File: config.mk
export PLATFORM = sky130hd
export DESIGN_NAME = req_arbiter
export DESIGN_NICKNAME = d
export VERILOG_FILES = /design/src/rtl/req_arbiter.sv
export SDC_FILE = /design/constraint.sdc
export NUM_CORES = 1
export LEC_CHECK = 0
export CORE_UTILIZATION = 32
export CTS_BUF_LIST = sky130_fd_sc_hd__clkbuf_16
export DETAILED_ROUTE_END_ITERATION = 8
export PLACE_DENSITY = 0.78
export SYNTH_ARGS = -nofsm -noshare
export SYNTH_HDL_FRONTEND = slang
export SYNTH_SLANG_ARGS = --single-unit
File: constraint.sdc
create_clock -name clk -period 1.8 [get_ports clk]
set_input_delay 0.36 -clock clk [delete_from_list [all_inputs] [get_ports clk]]
set_output_delay 0.36 -clock clk [all_outputs]
set_load 0.02 [all_outputs]
File: src/rtl/req_arbiter.sv
// req_arbiter: round-robin consumer of NUM_PORTS request FIFOs.
//
// Each cycle with a grant opportunity (idle, or holding a packet that is being
// accepted), the first eligible FIFO head found from rr_ptr upward is popped
// and registered onto a valid/ready dispatch interface.
//
// Ports:
//   clk, rst_b              clock, asynchronous active-low reset
//   port_req[NUM_PORTS]     FIFO head packets (.req marks pending)
//   port_read[NUM_PORTS]    one-hot pop strobe, combinational
//   disp_valid/req/port     registered dispatch packet and its source port
//   disp_ready              execution stage accepts the dispatched packet
//   rsp_done/rsp_port       completion of one in-flight request
//   cred_err                sticky credit underflow / illegal rsp_port flag
//
// Optional feature macro: REQ_ARB_CREDIT_EN
//   defined   : per-port in-flight counters cap grants at MAX_OUTST
//   undefined : every pending port is eligible, rsp_* ignored, cred_err = 0

package req_arbiter_pkg;
    typedef struct packed {
        logic        req;
        logic [7:0]  opcode;
        logic [15:0] addr;
    } req_pkt_type;
endpackage

module req_arbiter
    import req_arbiter_pkg::*;
#(
    parameter int NUM_PORTS = 4,
    parameter int MAX_OUTST = 2,
    parameter int PORT_W    = $clog2(NUM_PORTS)
) (
    input  logic                 clk,
    input  logic                 rst_b,
    input  req_pkt_type          port_req [NUM_PORTS],
    output logic [NUM_PORTS-1:0] port_read,
    output logic                 disp_valid,
    output req_pkt_type          disp_req,
    output logic [PORT_W-1:0]    disp_port,
    input  logic                 disp_ready,
    input  logic                 rsp_done,
    input  logic [PORT_W-1:0]    rsp_port,
    output logic                 cred_err
);

    typedef enum logic {IDLE = 1'b0, HOLD = 1'b1} state_t;

    state_t              state_q, state_d;
    req_pkt_type         pkt_q, pkt_d;
    logic [PORT_W-1:0]   port_q, port_d;
    logic [PORT_W-1:0]   rr_ptr_q, rr_ptr_d;

    logic [NUM_PORTS-1:0] elig;
    logic [PORT_W:0]      search;
    logic                 grant;
    logic [PORT_W-1:0]    grant_idx;

    // Returns {found, index} of the first set bit of el, scanning from start
    // upward with wrap.
    function automatic logic [PORT_W:0] rr_search(input logic [NUM_PORTS-1:0] el,
                                                  input logic [PORT_W-1:0]    start);
        logic [PORT_W:0] r;
        int              idx;
        r = '0;
        for (int k = 0; k < NUM_PORTS; k++) begin
            idx = (int'(start) + k) % NUM_PORTS;
            if (!r[PORT_W] && el[PORT_W'(idx)]) r = {1'b1, PORT_W'(idx)};
        end
        return r;
    endfunction

`ifdef REQ_ARB_CREDIT_EN
    logic [3:0] outst_q [NUM_PORTS];
    logic [3:0] outst_d [NUM_PORTS];
    logic       cred_err_q, cred_err_d;
    logic       rsp_ok;

    // Eligibility looks only at registered counters; a response in the same
    // cycle frees its credit for the following cycle.
    always_comb begin
        for (int i = 0; i < NUM_PORTS; i++)
            elig[i] = port_req[i].req && (outst_q[i] < 4'(MAX_OUTST));
    end

    assign rsp_ok = rsp_done && (int'(rsp_port) < NUM_PORTS) && (outst_q[rsp_port] != 4'd0);

    always_comb begin
        cred_err_d = cred_err_q | (rsp_done & ~rsp_ok);
        for (int i = 0; i < NUM_PORTS; i++) begin
            outst_d[i] = outst_q[i];
            if (grant && (int'(grant_idx) == i))               outst_d[i] = outst_d[i] + 4'd1;
            if (rsp_ok && (int'(rsp_port) == i))               outst_d[i] = outst_d[i] - 4'd1;
        end
    end

    always_ff @(posedge clk or negedge rst_b) begin
        if (!rst_b) begin
            cred_err_q <= 1'b0;
            for (int i = 0; i < NUM_PORTS; i++) outst_q[i] <= 4'd0;
        end else begin
            cred_err_q <= cred_err_d;
            for (int i = 0; i < NUM_PORTS; i++) outst_q[i] <= outst_d[i];
        end
    end

    assign cred_err = cred_err_q;
`else
    logic unused_rsp;

    always_comb begin
        for (int i = 0; i < NUM_PORTS; i++) elig[i] = port_req[i].req;
    end

    assign unused_rsp = ^{rsp_done, rsp_port};
    assign cred_err   = 1'b0;
`endif

    // Outputs are registered, so an incoming disp_ready only matters while HOLD.
    assign search    = rr_search(elig, rr_ptr_q);
    assign grant     = search[PORT_W] && ((state_q == IDLE) || disp_ready);
    assign grant_idx = search[PORT_W-1:0];

    always_comb begin
        port_read = '0;
        if (grant && rst_b) port_read[grant_idx] = 1'b1;
    end

    always_comb begin
        state_d  = state_q;
        pkt_d    = pkt_q;
        port_d   = port_q;
        rr_ptr_d = rr_ptr_q;
        if (grant) begin
            state_d  = HOLD;
            pkt_d    = port_req[grant_idx];
            port_d   = grant_idx;
            rr_ptr_d = (int'(grant_idx) == NUM_PORTS - 1) ? '0 : grant_idx + PORT_W'(1);
        end else if ((state_q == HOLD) && disp_ready) begin
            state_d = IDLE;
            pkt_d   = '0;
        end
    end

    always_ff @(posedge clk or negedge rst_b) begin
        if (!rst_b) begin
            state_q  <= IDLE;
            pkt_q    <= '0;
            port_q   <= '0;
            rr_ptr_q <= '0;
        end else begin
            state_q  <= state_d;
            pkt_q    <= pkt_d;
            port_q   <= port_d;
            rr_ptr_q <= rr_ptr_d;
        end
    end

    assign disp_valid = (state_q == HOLD);
    assign disp_req   = pkt_q;
    assign disp_port  = port_q;

endmodule

==> reports/qor_table.md, run 1 <==
| Result | This run | Unit |
|:---|:---|:---|
| Average vias per placed instance | 4.95 | - |
| Antenna-violating nets left | 0 | - |
| Synth Area per Inst | 10.7 | um^2 |
| Worst R2R Path Depth | 6 | - |
| Sw frac | 0.366 | - |
| Cell Count Post-Placement | 394 | - |
| Distinct cell type count after synthesis | 33 | - |
| Total inserted antenna cells | 0 | - |
| Crit Path Max Fanout | 4 | - |
| Slowest library cell on the worst path | dfrtp_1 | - |
| P per Cell Area | 1200 | nW/um^2 |
| Number of warnings issued by yosys | 0 | - |
| Switching component of the power | 1610 | uW |
| Required time at the endpoint of the critical path | 1.44 | ns |
| All-layer global routing usage | 0.204 | - |
| Dominant cells by area after synthesis | dfrtp_1, mux2i_1, o221ai_1 | - |
| Type of the most critical hold path | register to register | - |
| Reg2reg end | disp_req[11]$_DFFE_PN0P_ | - |
| Syn nets | 288 | - |
| Area of the mapped netlist | 1940 | um^2 |
| Largest delay share family, worst path | flip-flops | - |
| Remaining global-route overflow | 0 | - |
| Unrepaired setup endpoints after global routing | yes | - |
| Critical Path Source Type | register | - |
| Utilization after layout | 0.649 | - |
| Number of ports placed on the die boundary | 139 | - |
| Internal Power | 2790 | uW |
| Worst vdd ir | 0.854 | mV |
| Capturing element type of the critical path | output pin | - |
| Maximum single-stage delay on the critical path | 0.39 | ns |
| Largest net degree at the start of global routing | 31 | - |
| Failing checks | setup timing | - |
| Share of post-route cells with drive strength above 1 | 0.172 | - |
| Run status | finished, violations left | - |
| Layout overhead on the synthesized area | 90.2 | % |
| Sequential element share of the synthesized area | 0.388 | - |
| Gpl congestion | 0.733 | - |
| Die Footprint | 6360 | um^2 |
| Met3 routed WL | 551 | um |
| Cell-by-cell trace of the critical path | buf_4 -> a211o_4 -> inv_6 -> ha_4 -> and3_4 -> buf_6 | - |
| Number of levels the H-tree was split into | 2 | - |
| Max-slew violation count | 0 | - |
| Post-layout instance count excluding filler cells | 404 | - |
| Starting Density | 0.341 | - |
| DIE HEIGHT | 79.8 | um |
| Number of synthesized flops with an enable pin | 0 | - |
| Via count of the first global-routing pass | 2068 | - |
| Total count of hold-check failures in the final report | 0 | - |
| Clock Tree Buf Depth | 2 | - |
| Wire length of the first global-routing pass | 9.89 | mm |
| Share of synthesized registers carrying an async set or reset | 1.00 | - |
| Top layer reached by signal wires | met4 | - |
| Relative contribution of sequential cells to total power | 0.246 | - |
| Commonest cells after routing, fill and taps aside | clkdlybuf4s50_1, mux2i_1, nand2_1 | - |
| Buffer type at the clock tree root | clkbuf_16 | - |
| Critical path buffer and inverter count | 3 | - |
| Detailed router's first-iteration violation count | 65 | - |
| Worst Setup Slack post-DPL | -0.970 | ns |
| Detailed placer's ending HPWL | 4.92 | mm |
| Clock input transition at the sequential cells of the worst setup and hold paths | 0.05 | ns |
| Later-pin clock latency in the skew report | 0.27 | ns |
| Most common library cell in the layout ignoring fill and taps | clkdlybuf4s50_1 | - |
| Area share of the leading cell type in the synthesized netlist | 0.388 | - |
| Worst Hold End | disp_req[7]$_DFFE_PN0P_ | - |
| Gate Count Post-Synth | 181 | - |
| Vias post-DR | 2000 | - |
| WHS Path Cells | 2 | - |
| Final routed wirelength across all metal layers | 6.34 | mm |
| Final WS setup | -0.217 | ns |
| Leakage power summed over all cells | 0.00164 | uW |
| DRT Pass-1 Iters | 4 | - |
| Number of synthesized register bits | 30 | - |
| Reg-to-Reg Start | rr_ptr_q[0]$_DFFE_PN0N_ | - |
| Detailed-route wire length per cell | 15.7 | um |
| Combinational power share | 0.575 | - |
| Total length of routed met2 wires | 3.17 | mm |
| Post-detailed-route DRC marker count | 0 | - |
| Final-layout worst hold slack | 0.485 | ns |
| Horizontal die dimension | 79.8 | um |
| Critical setup path kind | register to output pin | - |
| Setup clock skew after layout | 0.00462 | ns |
| Setup slack of the most critical reg-to-reg path | 0.02 | ns |
| Clock tree from TritonCTS | yes | - |
| Sinks on the clock net | 30 | - |
| Post-route clock period utilization | 1.12 | - |
| Most instantiated flip-flop cell in the synthesis netlist | dfrtp_1 | - |
| Floorplan core area | 5680 | um^2 |
| IO Port Bufs | 134 | - |
| Detailed-route wire length on metal 1 | 2.54 | mm |
| Post-route setup TNS | -0.760 | ns |
| Peak clock frequency supported by timing | 496 | MHz |
| Data arrival time of the critical path | 1.66 | ns |
| Setup-violating endpoint count in the final report | 4 | - |
| Cts bufs inserted | 5 | - |
| Number of antenna violations at the first check in global routing | 0 | - |
| Fin crit period | 2.02 | ns |
| Share of total power in the clock network | 0.179 | - |
| Final net count | 438 | - |
| Yosys top cell by area | dfrtp_1 | - |
| Row count | 27 | - |
| Max-Cap Viols | 0 | - |
| Start point of the worst hold path | disp_req[7]$_DFFE_PN0P_ | - |
==> how the worst max path moves through the flow <==
stage	start	end	slack, ns	depth (start not counted)
after floorplan	rr_ptr_q[0]$_DFFE_PN0N_	port_read[3]	-0.01	8
after global placement	port_req[99]	port_read[3]	-0.94	7
after detailed placement	port_req[99]	port_read[3]	-0.97	7
after CTS	rr_ptr_q[0]$_DFFE_PN0N_	port_read[3]	-0.25	7
after global routing	rr_ptr_q[1]$_DFFE_PN0N_	port_read[3]	-0.26	6
final	rr_ptr_q[1]$_DFFE_PN0N_	port_read[3]	-0.22	6
==> registers in the layout, indices dropped and copies added (netlist names) <==
name,count
disp_port,2
disp_valid,1
rr_ptr_q,2
disp_req,25
==> tightest hold or removal path: stages, from the launching register on <==
cell and delay [ns]:
dfrtp_1 0.34, nand2_1 0.05, o221ai_1 0.06
==> Yosys cell counts, types with 2 or more instances <==
master / number
nor2_1: 2
buf_6: 8
dfrtp_1: 30
mux2i_1: 47
nand2_1: 35
nor3_1: 2
inv_1: 3
nand2b_1: 3
o221ai_1: 22
buf_2: 3
a21oi_1: 3
o221ai_2: 2
==> metal layers <==
metal / GRT usage / vias to the layer above
li1: - / 972
met4: 0.0571 / 0
met2: 0.368 / 88
met3: 0.0651 / 8
met1: 0.229 / 932
met5: 0 / -
==> per-stage QoR <==
| step | total power, uW | cell area [um^2] |
|---|---|---|
| detailed placement | 3540 | 3490 |
| global placement | 3480 | 3490 |
| finish | 4410 | 3680 |
| floorplan | 2550 | 1990 |
| CTS | 4360 | 3630 |
| global route | 4670 | 3680 |
==> power by group through the flow <==
stage               combinational, uW  clock (uW)  sequential (uW)
floorplan                        1170           0             1390
global placement                 2400           0             1080
detailed placement               2450           0             1090
CTS                              2470         799             1090
global route                     2710         836             1120
finish                           2530         788             1080
==> cells by family after synthesis <==
group / synth area share
and+or+nand+nor: 0.129
muxes: 0.255
AOI/OAI and AO/OA: 0.142
DFF: 0.388
buffers and inverters: 0.0782
adders and majority gates: 0.00646
other: 0.00194
==> final cells by class <==
type,instances,area [um^2]
Tap cell,72,90.1
Inverter,4,20.0
Clock inverter,3,12.5
Timing Repair Buffer,157,1580
Multi-Input combinational cell,133,1110
Sequential cell,30,751
Fill cell,464,1990
Clock buffer,5,125
==> repair_timing <==
| item | CTS | global route |
|---|---|---|
| buffers inserted | 3 | 0 |
| gates resized for setup | 24 | 16 |
| pin swaps | 4 | 3 |
| setup endpoints to repair | 29 | 28 |
| hold buffers | 0 | 0 |
Power figures use the tool's default switching activity.
==> run 2, diff against run 1 <==
--- a/config.mk
+++ b/config.mk
@@ -9,6 +9,7 @@
 export CTS_BUF_LIST = sky130_fd_sc_hd__clkbuf_16
 export DETAILED_ROUTE_END_ITERATION = 8
 export PLACE_DENSITY = 0.78
+export SLEW_MARGIN = 20
 export SYNTH_ARGS = -nofsm -noshare
 export SYNTH_HDL_FRONTEND = slang
 export SYNTH_SLANG_ARGS = --single-unit
==> results of run 2 <==
Same layout as run 1: the final DEF is identical, and so are final timing and power.
